File: config.mk
export PLATFORM = sky130hd
export DESIGN_NAME = clk_switch_ctrl_flat
export DESIGN_NICKNAME = d
export VERILOG_FILES = /design/src/rtl/clk_switch_ctrl_pkg.sv /design/src/rtl/clk_switch_ctrl_if.sv /design/src/rtl/clk_switch_ctrl_sync_bit.sv /design/src/rtl/clk_switch_ctrl.sv /design/src/flat_wrapper.sv
export SDC_FILE = /design/constraint.sdc
export NUM_CORES = 1
export LEC_CHECK = 0
export CORE_AREA = 4 4 41 43
export DETAILED_ROUTE_END_ITERATION = 12
export DIE_AREA = 0 0 45 47
export GPL_TIMING_DRIVEN = 0
export PLACE_DENSITY = 0.73
export SLEW_MARGIN = 25
export SYNTH_ARGS = -nofsm -noshare
export SYNTH_HDL_FRONTEND = slang
export SYNTH_SLANG_ARGS = --single-unit
export TNS_END_PERCENT = 20
File: constraint.sdc
create_clock -name clk -period 2.9 [get_ports clk]
set_input_delay 0.58 -clock clk [delete_from_list [all_inputs] [get_ports clk]]
set_output_delay 0.58 -clock clk [all_outputs]
set_load 0.02 [all_outputs]
File: src/rtl/clk_switch_ctrl_pkg.sv
// Shared types and constants for the clock-switch sequencer.
// Latency/backpressure: n/a (declarations only).
package clk_switch_pkg;

  typedef enum logic [2:0] {
    IDLE,
    WAIT_OFF,
    WAIT_ON,
    DONE,
    ERR
  } state_e;

  localparam logic SEL_CLK_A = 1'b0;
  localparam logic SEL_CLK_B = 1'b1;

  localparam int unsigned SYNC_STAGES_DEF = 2;
  localparam int unsigned TIMEOUT_CYC_DEF = 64;

endpackage

File: src/rtl/clk_switch_ctrl_if.sv
// Switch-request handshake between system control and the sequencer.
// Latency/backpressure: a request is taken only on a cycle with req_valid & req_ready.
interface clk_switch_ctrl_if;

  logic req_valid;
  logic req_sel;
  logic req_ready;

  modport master (output req_valid, output req_sel, input req_ready);
  modport slave  (input req_valid, input req_sel, output req_ready);

endinterface

File: src/rtl/clk_switch_ctrl_sync_bit.sv
// Single-bit STAGES-deep synchronizer, synchronous active-low reset to 0.
// Latency: STAGES clk cycles; no backpressure.
module sync_bit #(
  parameter int unsigned STAGES = 2
) (
  input  logic clk,
  input  logic rstn,
  input  logic d,
  output logic q
);

  logic [STAGES-1:0] ff;

  always_ff @(posedge clk) begin
    if (!rstn) begin
      ff <= '0;
    end else begin
      ff <= {ff[STAGES-2:0], d};
    end
  end

  assign q = ff[STAGES-1];

endmodule

File: src/rtl/clk_switch_ctrl.sv
// Drives sel of the glitch-free clock switch and confirms each switchover from the gate status bits.
// sel moves 1 cycle after acceptance; req_ready low until done/err. Optional timeout: CLK_SWITCH_CTRL_TIMEOUT_EN.
module clk_switch_ctrl
  import clk_switch_pkg::*;
#(
  parameter int unsigned SYNC_STAGES = SYNC_STAGES_DEF,
  parameter int unsigned TIMEOUT_CYC = TIMEOUT_CYC_DEF
) (
  input  logic               clk,
  input  logic               rstn,
  clk_switch_ctrl_if.slave   req_if,
  output logic               sel,
  input  logic               gate_a_en,
  input  logic               gate_b_en,
  output logic               cur_sel,
  output logic               busy,
  output logic               done,
  output logic               err,
  output logic               err_sts
);

  state_e state_q, state_d;
  logic   sel_q, sel_d;
  logic   cur_sel_q, cur_sel_d;
  logic   err_sts_q, err_sts_d;
  logic   ga_s, gb_s;
  logic   overlap, old_off, new_on;
  logic   ready_c, busy_c, done_c, err_c;
  logic   cnt_clr;
  logic   timeout_hit;

  sync_bit #(.STAGES(SYNC_STAGES)) u_sync_a (
    .clk  (clk),
    .rstn (rstn),
    .d    (gate_a_en),
    .q    (ga_s)
  );

  sync_bit #(.STAGES(SYNC_STAGES)) u_sync_b (
    .clk  (clk),
    .rstn (rstn),
    .d    (gate_b_en),
    .q    (gb_s)
  );

  assign overlap = ga_s & gb_s;
  // Exit conditions are relative to the target already driven on sel_q.
  assign old_off = (sel_q == SEL_CLK_B) ? ~ga_s : ~gb_s;
  assign new_on  = (sel_q == SEL_CLK_B) ?  gb_s :  ga_s;

`ifdef CLK_SWITCH_CTRL_TIMEOUT_EN
  localparam int unsigned      CW      = $clog2(TIMEOUT_CYC);
  localparam logic [CW-1:0]    CNT_MAX = CW'(TIMEOUT_CYC - 1);

  logic [CW-1:0] cnt_q;

  always_ff @(posedge clk) begin
    if (!rstn) begin
      cnt_q <= '0;
    end else if (cnt_clr) begin
      cnt_q <= '0;
    end else if (busy_c && (cnt_q != CNT_MAX)) begin
      cnt_q <= cnt_q + CW'(1);
    end
  end

  assign timeout_hit = (cnt_q == CNT_MAX);
`else
  logic unused_cfg;
  assign unused_cfg  = cnt_clr ^ (^TIMEOUT_CYC);
  assign timeout_hit = 1'b0;
`endif

  always_ff @(posedge clk) begin
    if (!rstn) begin
      state_q   <= IDLE;
      sel_q     <= SEL_CLK_A;
      cur_sel_q <= SEL_CLK_A;
      err_sts_q <= 1'b0;
    end else begin
      state_q   <= state_d;
      sel_q     <= sel_d;
      cur_sel_q <= cur_sel_d;
      err_sts_q <= err_sts_d;
    end
  end

  always_comb begin
    state_d   = state_q;
    sel_d     = sel_q;
    cur_sel_d = cur_sel_q;
    err_sts_d = err_sts_q;
    cnt_clr   = 1'b0;
    ready_c   = 1'b0;
    busy_c    = 1'b0;
    done_c    = 1'b0;
    err_c     = 1'b0;

    case (state_q)
      IDLE: begin
        ready_c = 1'b1;
        if (req_if.req_valid) begin
          err_sts_d = 1'b0;
          if (req_if.req_sel == cur_sel_q) begin
            state_d = DONE;
          end else begin
            sel_d   = req_if.req_sel;
            cnt_clr = 1'b1;
            state_d = WAIT_OFF;
          end
        end
        // Overlap seen while idle is flagged in place; it wins over a same-cycle clear.
        if (overlap) begin
          err_c     = 1'b1;
          err_sts_d = 1'b1;
        end
      end
      WAIT_OFF: begin
        busy_c = 1'b1;
        if (overlap) begin
          state_d = ERR;
        end else if (old_off) begin
          cnt_clr = 1'b1;
          state_d = WAIT_ON;
        end else if (timeout_hit) begin
          state_d = ERR;
        end
      end
      WAIT_ON: begin
        busy_c = 1'b1;
        if (overlap) begin
          state_d = ERR;
        end else if (new_on) begin
          cur_sel_d = sel_q;
          state_d   = DONE;
        end else if (timeout_hit) begin
          state_d = ERR;
        end
      end
      DONE: begin
        done_c  = 1'b1;
        state_d = IDLE;
      end
      ERR: begin
        err_c     = 1'b1;
        err_sts_d = 1'b1;
        state_d   = IDLE;
      end
      default: begin
        state_d = IDLE;
      end
    endcase
  end

  assign req_if.req_ready = ready_c;
  assign sel              = sel_q;
  assign cur_sel          = cur_sel_q;
  assign busy             = busy_c;
  assign done             = done_c;
  assign err              = err_c;
  assign err_sts          = err_sts_q;

endmodule

File: src/flat_wrapper.sv
// flat-port wrapper written by rule: the top's interface ports become plain ports
module clk_switch_ctrl_flat import clk_switch_pkg::*;
#(
  parameter int unsigned SYNC_STAGES = SYNC_STAGES_DEF,
  parameter int unsigned TIMEOUT_CYC = TIMEOUT_CYC_DEF
)
  (clk, rstn, sel, gate_a_en, gate_b_en, cur_sel, busy, done, err, err_sts, req_if_req_valid, req_if_req_sel, req_if_req_ready);
  clk_switch_ctrl_if req_if_i ();
  input  logic clk;
  input  logic rstn;
  output logic sel;
  input  logic gate_a_en;
  input  logic gate_b_en;
  output logic cur_sel;
  output logic busy;
  output logic done;
  output logic err;
  output logic err_sts;
  input wire logic [$bits(req_if_i.req_valid)-1:0] req_if_req_valid;
  input wire logic [$bits(req_if_i.req_sel)-1:0] req_if_req_sel;
  output wire logic [$bits(req_if_i.req_ready)-1:0] req_if_req_ready;
  assign req_if_i.req_valid = req_if_req_valid;
  assign req_if_i.req_sel = req_if_req_sel;
  assign req_if_req_ready = req_if_i.req_ready;
  clk_switch_ctrl #(.SYNC_STAGES(SYNC_STAGES), .TIMEOUT_CYC(TIMEOUT_CYC)) u_core (.clk(clk), .rstn(rstn), .req_if(req_if_i), .sel(sel), .gate_a_en(gate_a_en), .gate_b_en(gate_b_en), .cur_sel(cur_sel), .busy(busy), .done(done), .err(err), .err_sts(err_sts));
endmodule
==> summary.txt <==
Final layout
  – Area Overhead vs Synth: 32.3%
  – N_diodes: 0
  – Number of nets in the layout: 85
  – Layout cell share with drive strength beyond 1: 0.141
  – Fill count: 124
  – Final Cell Area: 718 um2

Clocking
  – Root Driver: clkbuf_4
  – Post-CTS setup buffers: 0
  – CTS tree: built
  – Hold buffers post-CTS: 0
  – Clk Latency, worst-skew pair: 0.27 ns
  – Register clock-pin slew on the reported worst setup and hold paths: 0.07 ns
  – CTS Buf Count: 3
  – Clock Sinks: 10
  – H-tree levels: 1
  – Post-CTS sizing: 0
  – Bufs on Longest Clock Path: 2

Run
  – Max capacitance violation total: 0

Drt
  – Vias/cell: 5.43
  – TritonRoute pass-1 iters: 4
  – Post-route ant nets: 0
  – Final wirelength: 1.03 mm
  – Starting DRT DRC Count: 12
  – WL/cell: 11.0 um
  – Vias: 505
  – Number of remaining DRC errors: 0

Yosys
  – Post-synthesis sequential area ratio: 0.369
  – Avg Inst Size Synth: 8.76 um2
  – Most frequent cell after synthesis: dfxtp_1
  – Synth Warn #: 0
  – XOR/XNOR Fraction of Synth Area: 0.0161
  – Post-Synthesis Net Count: 68
  – Adder-cell share of the synthesized area: 0
  – Mux share of post-synthesis cell area: 0.0184
  – Post-synthesis compound-gate area fraction: 0.217
  – Synth area leaders: dfxtp_1, nor3b_1, and2_1
  – Netlist cell types: 28
  – Largest area contributor in the netlist: dfxtp_1
  – List of most frequent post-synthesis cells: dfxtp_1, nor3b_1, a21oi_1, and2_1, inv_1
  – Ys flop type: dfxtp_1
  – FF+latch count, synth: 10
  – Syn Inst Count: 62
  – Asr flop ratio synth: 0
  – EDFF count, synth: 0
  – Largest family of logic cells by synthesized area: simple AND/OR/NAND/NOR gates
  – Synth top area share: 0.369
  – Post-Synthesis Cell Area: 543 um2
  – Synth Area in Simple Gates: 0.304

Timing
  – Hold Fails Final Rpt: 0
  – Final worst slack: 0.525 ns
  – Max-Slew Margin vs Limit: 0.822
  – Worst Tran Pin Value: 0.267 ns
  – Period utilization: 0.819
  – Minimum clock period: 2.38 ns
  – Clock Skews: 0.00234 ns
  – Pins over their slew limit: 0
  – Final setup violation count: 0
  – Fmax: 421 MHz
  – Setup TNS: 0 ns
  – RSZ-0062 raised after global routing: false

Placement
  – IO Port Bufs: 12
  – RePlAce Congestion: 0.752
  – Hpwl dp: 747 um
  – Pre-CTS setup slack: 0.828 ns
  – Placed cell area: 682 um2

Critical path
  – R2r endpoint: u_core.state_q[1]
  – R2R Path Start: u_core.u_sync_b.ff[1]
  – Type of destination of the critical path: primary output
  – CP Launch Type: register
  – Crit Path Category: register to primary output
  – R2r setup slk: 1.66 ns
  – Worst Path Max Fanout: 10
  – WP data required: 2.32 ns
  – CP arrival: 1.80 ns
  – Cells on worst reg2reg path: 4

Power and ir drop
  – Maximum vdd ir drop: 0.000270 V
  – Static leakage: 0.256 nW
  – Pwr dens: 582 nW/um2

Min path
  – Worst hold stages: 1
  – Min-delay worst type: register to register
  – Hold EP: u_core.u_sync_a.ff[1]
  – Worst Min Path Start: u_core.u_sync_a.ff[0]

Floorplanning
  – Core area: 1300 um2
  – Die width: 45 um
  – Row cnt: 13
  – Die area: 2120 um2
  – Die height: 47 um
  – I/O pins: 13
  – Initial core utilization: 0.417

Status
  – Status: finished clean

GRT
  – Largest net degree at the start of global routing: 11
  – First-pass GRT wire length: 1.73 mm
  – Global Route Usage Sum: 0.118
  – Initial antenna violation count: 0
  – Global route overflow: 0
  – Vias in the first global route: 401
-- power breakdown --
group	leakage (nW)	total [mW]	switching, mW	internal, mW
combinational	0.153	0.132	0.0655	0.0661
sequential	0.0822	0.161	0.0123	0.148
clock	0.0210	0.126	0.0499	0.0763
total	0.256	0.418	0.128	0.291
-- sequential cells by signal, summed over array words and instances (netlist names) --
register / cells
u_core.sel: 1
u_core.state_q: 3
u_core.u_sync_a.ff: 2
u_core.cur_sel: 1
u_core.err_sts: 1
u_core.u_sync_b.ff: 2
-- area by class of cell --
type                    count  area, um2  area share
multi-input cells          44        302       0.420
flip-flops and latches     10        200       0.279
repair buffers             12        120       0.167
clock buffers               4       36.3      0.0505
plain buffers               4       26.3      0.0366
well taps                  15       18.8      0.0261
inverters                   4       15.0      0.0209
-- worst max-delay path: stages (launching register included) --
cell and delay [ns]:
dfxtp_1 0.38, buf_2 0.24, inv_1 0.08, nor3b_1 0.20, clkdlybuf4s50_1 0.63
-- per-stage QoR --
| stage | std cells | util | total power [mW] | hold WS, ns |
|---|---|---|---|---|
| 6_report | 93 | 0.552 | 0.418 | 0.428 |
| 5_1_grt | 93 | 0.552 | 0.448 | 0.445 |
| 4_1_cts | 93 | 0.552 | 0.425 | 0.439 |
| 3_5_place_dp | 89 | 0.524 | 0.296 | 0.422 |
| 3_3_place_gp | 89 | 0.524 | 0.296 | 0.413 |
| 2_1_floorplan | 62 | - | 0.249 | 0.406 |
-- cells by family after synthesis --
family / after synthesis
simple gates: 25
buf+inv: 8
xor+xnor: 1
compound gates: 17
flops: 10
mux: 1
-- metal layers --
layer	GRT usage	up-vias	share of wire
li1	-	256	-
met1	0.147	229	0.46
met2	0.164	15	0.45
met3	0.0345	5	0.056
met4	0.105	0	0.028
met5	0	-	0
-- cells in the final DEF, fill, tap and decap left out, types with 2 or more instances in the layout --
cell / Yosys / final
clkdlybuf4s50_1: 0 / 12
dfxtp_1: 10 / 10
nor3b_1: 5 / 5
a21oi_1: 4 / 4
inv_1: 4 / 4
and2_1: 4 / 4
buf_2: 3 / 3
nor2_1: 3 / 3
nor2b_1: 3 / 3
o21ai_0: 3 / 3
clkbuf_4: 0 / 3
nor3_1: 2 / 2
nand2_1: 2 / 2
a31oi_1: 2 / 2
a21boi_0: 2 / 2
-- worst max path at each step --
stage	from	cells past startpoint	slack, ns	end
2_1_floorplan	u_core.state_q[0]	3	1.17	done
3_3_place_gp	u_core.state_q[0]	4	0.83	done
3_5_place_dp	u_core.state_q[0]	4	0.83	done
4_1_cts	u_core.state_q[0]	4	0.51	done
5_1_grt	u_core.state_q[0]	4	0.41	done
6_report	u_core.state_q[0]	4	0.52	done
Power figures use the tool's default switching activity.
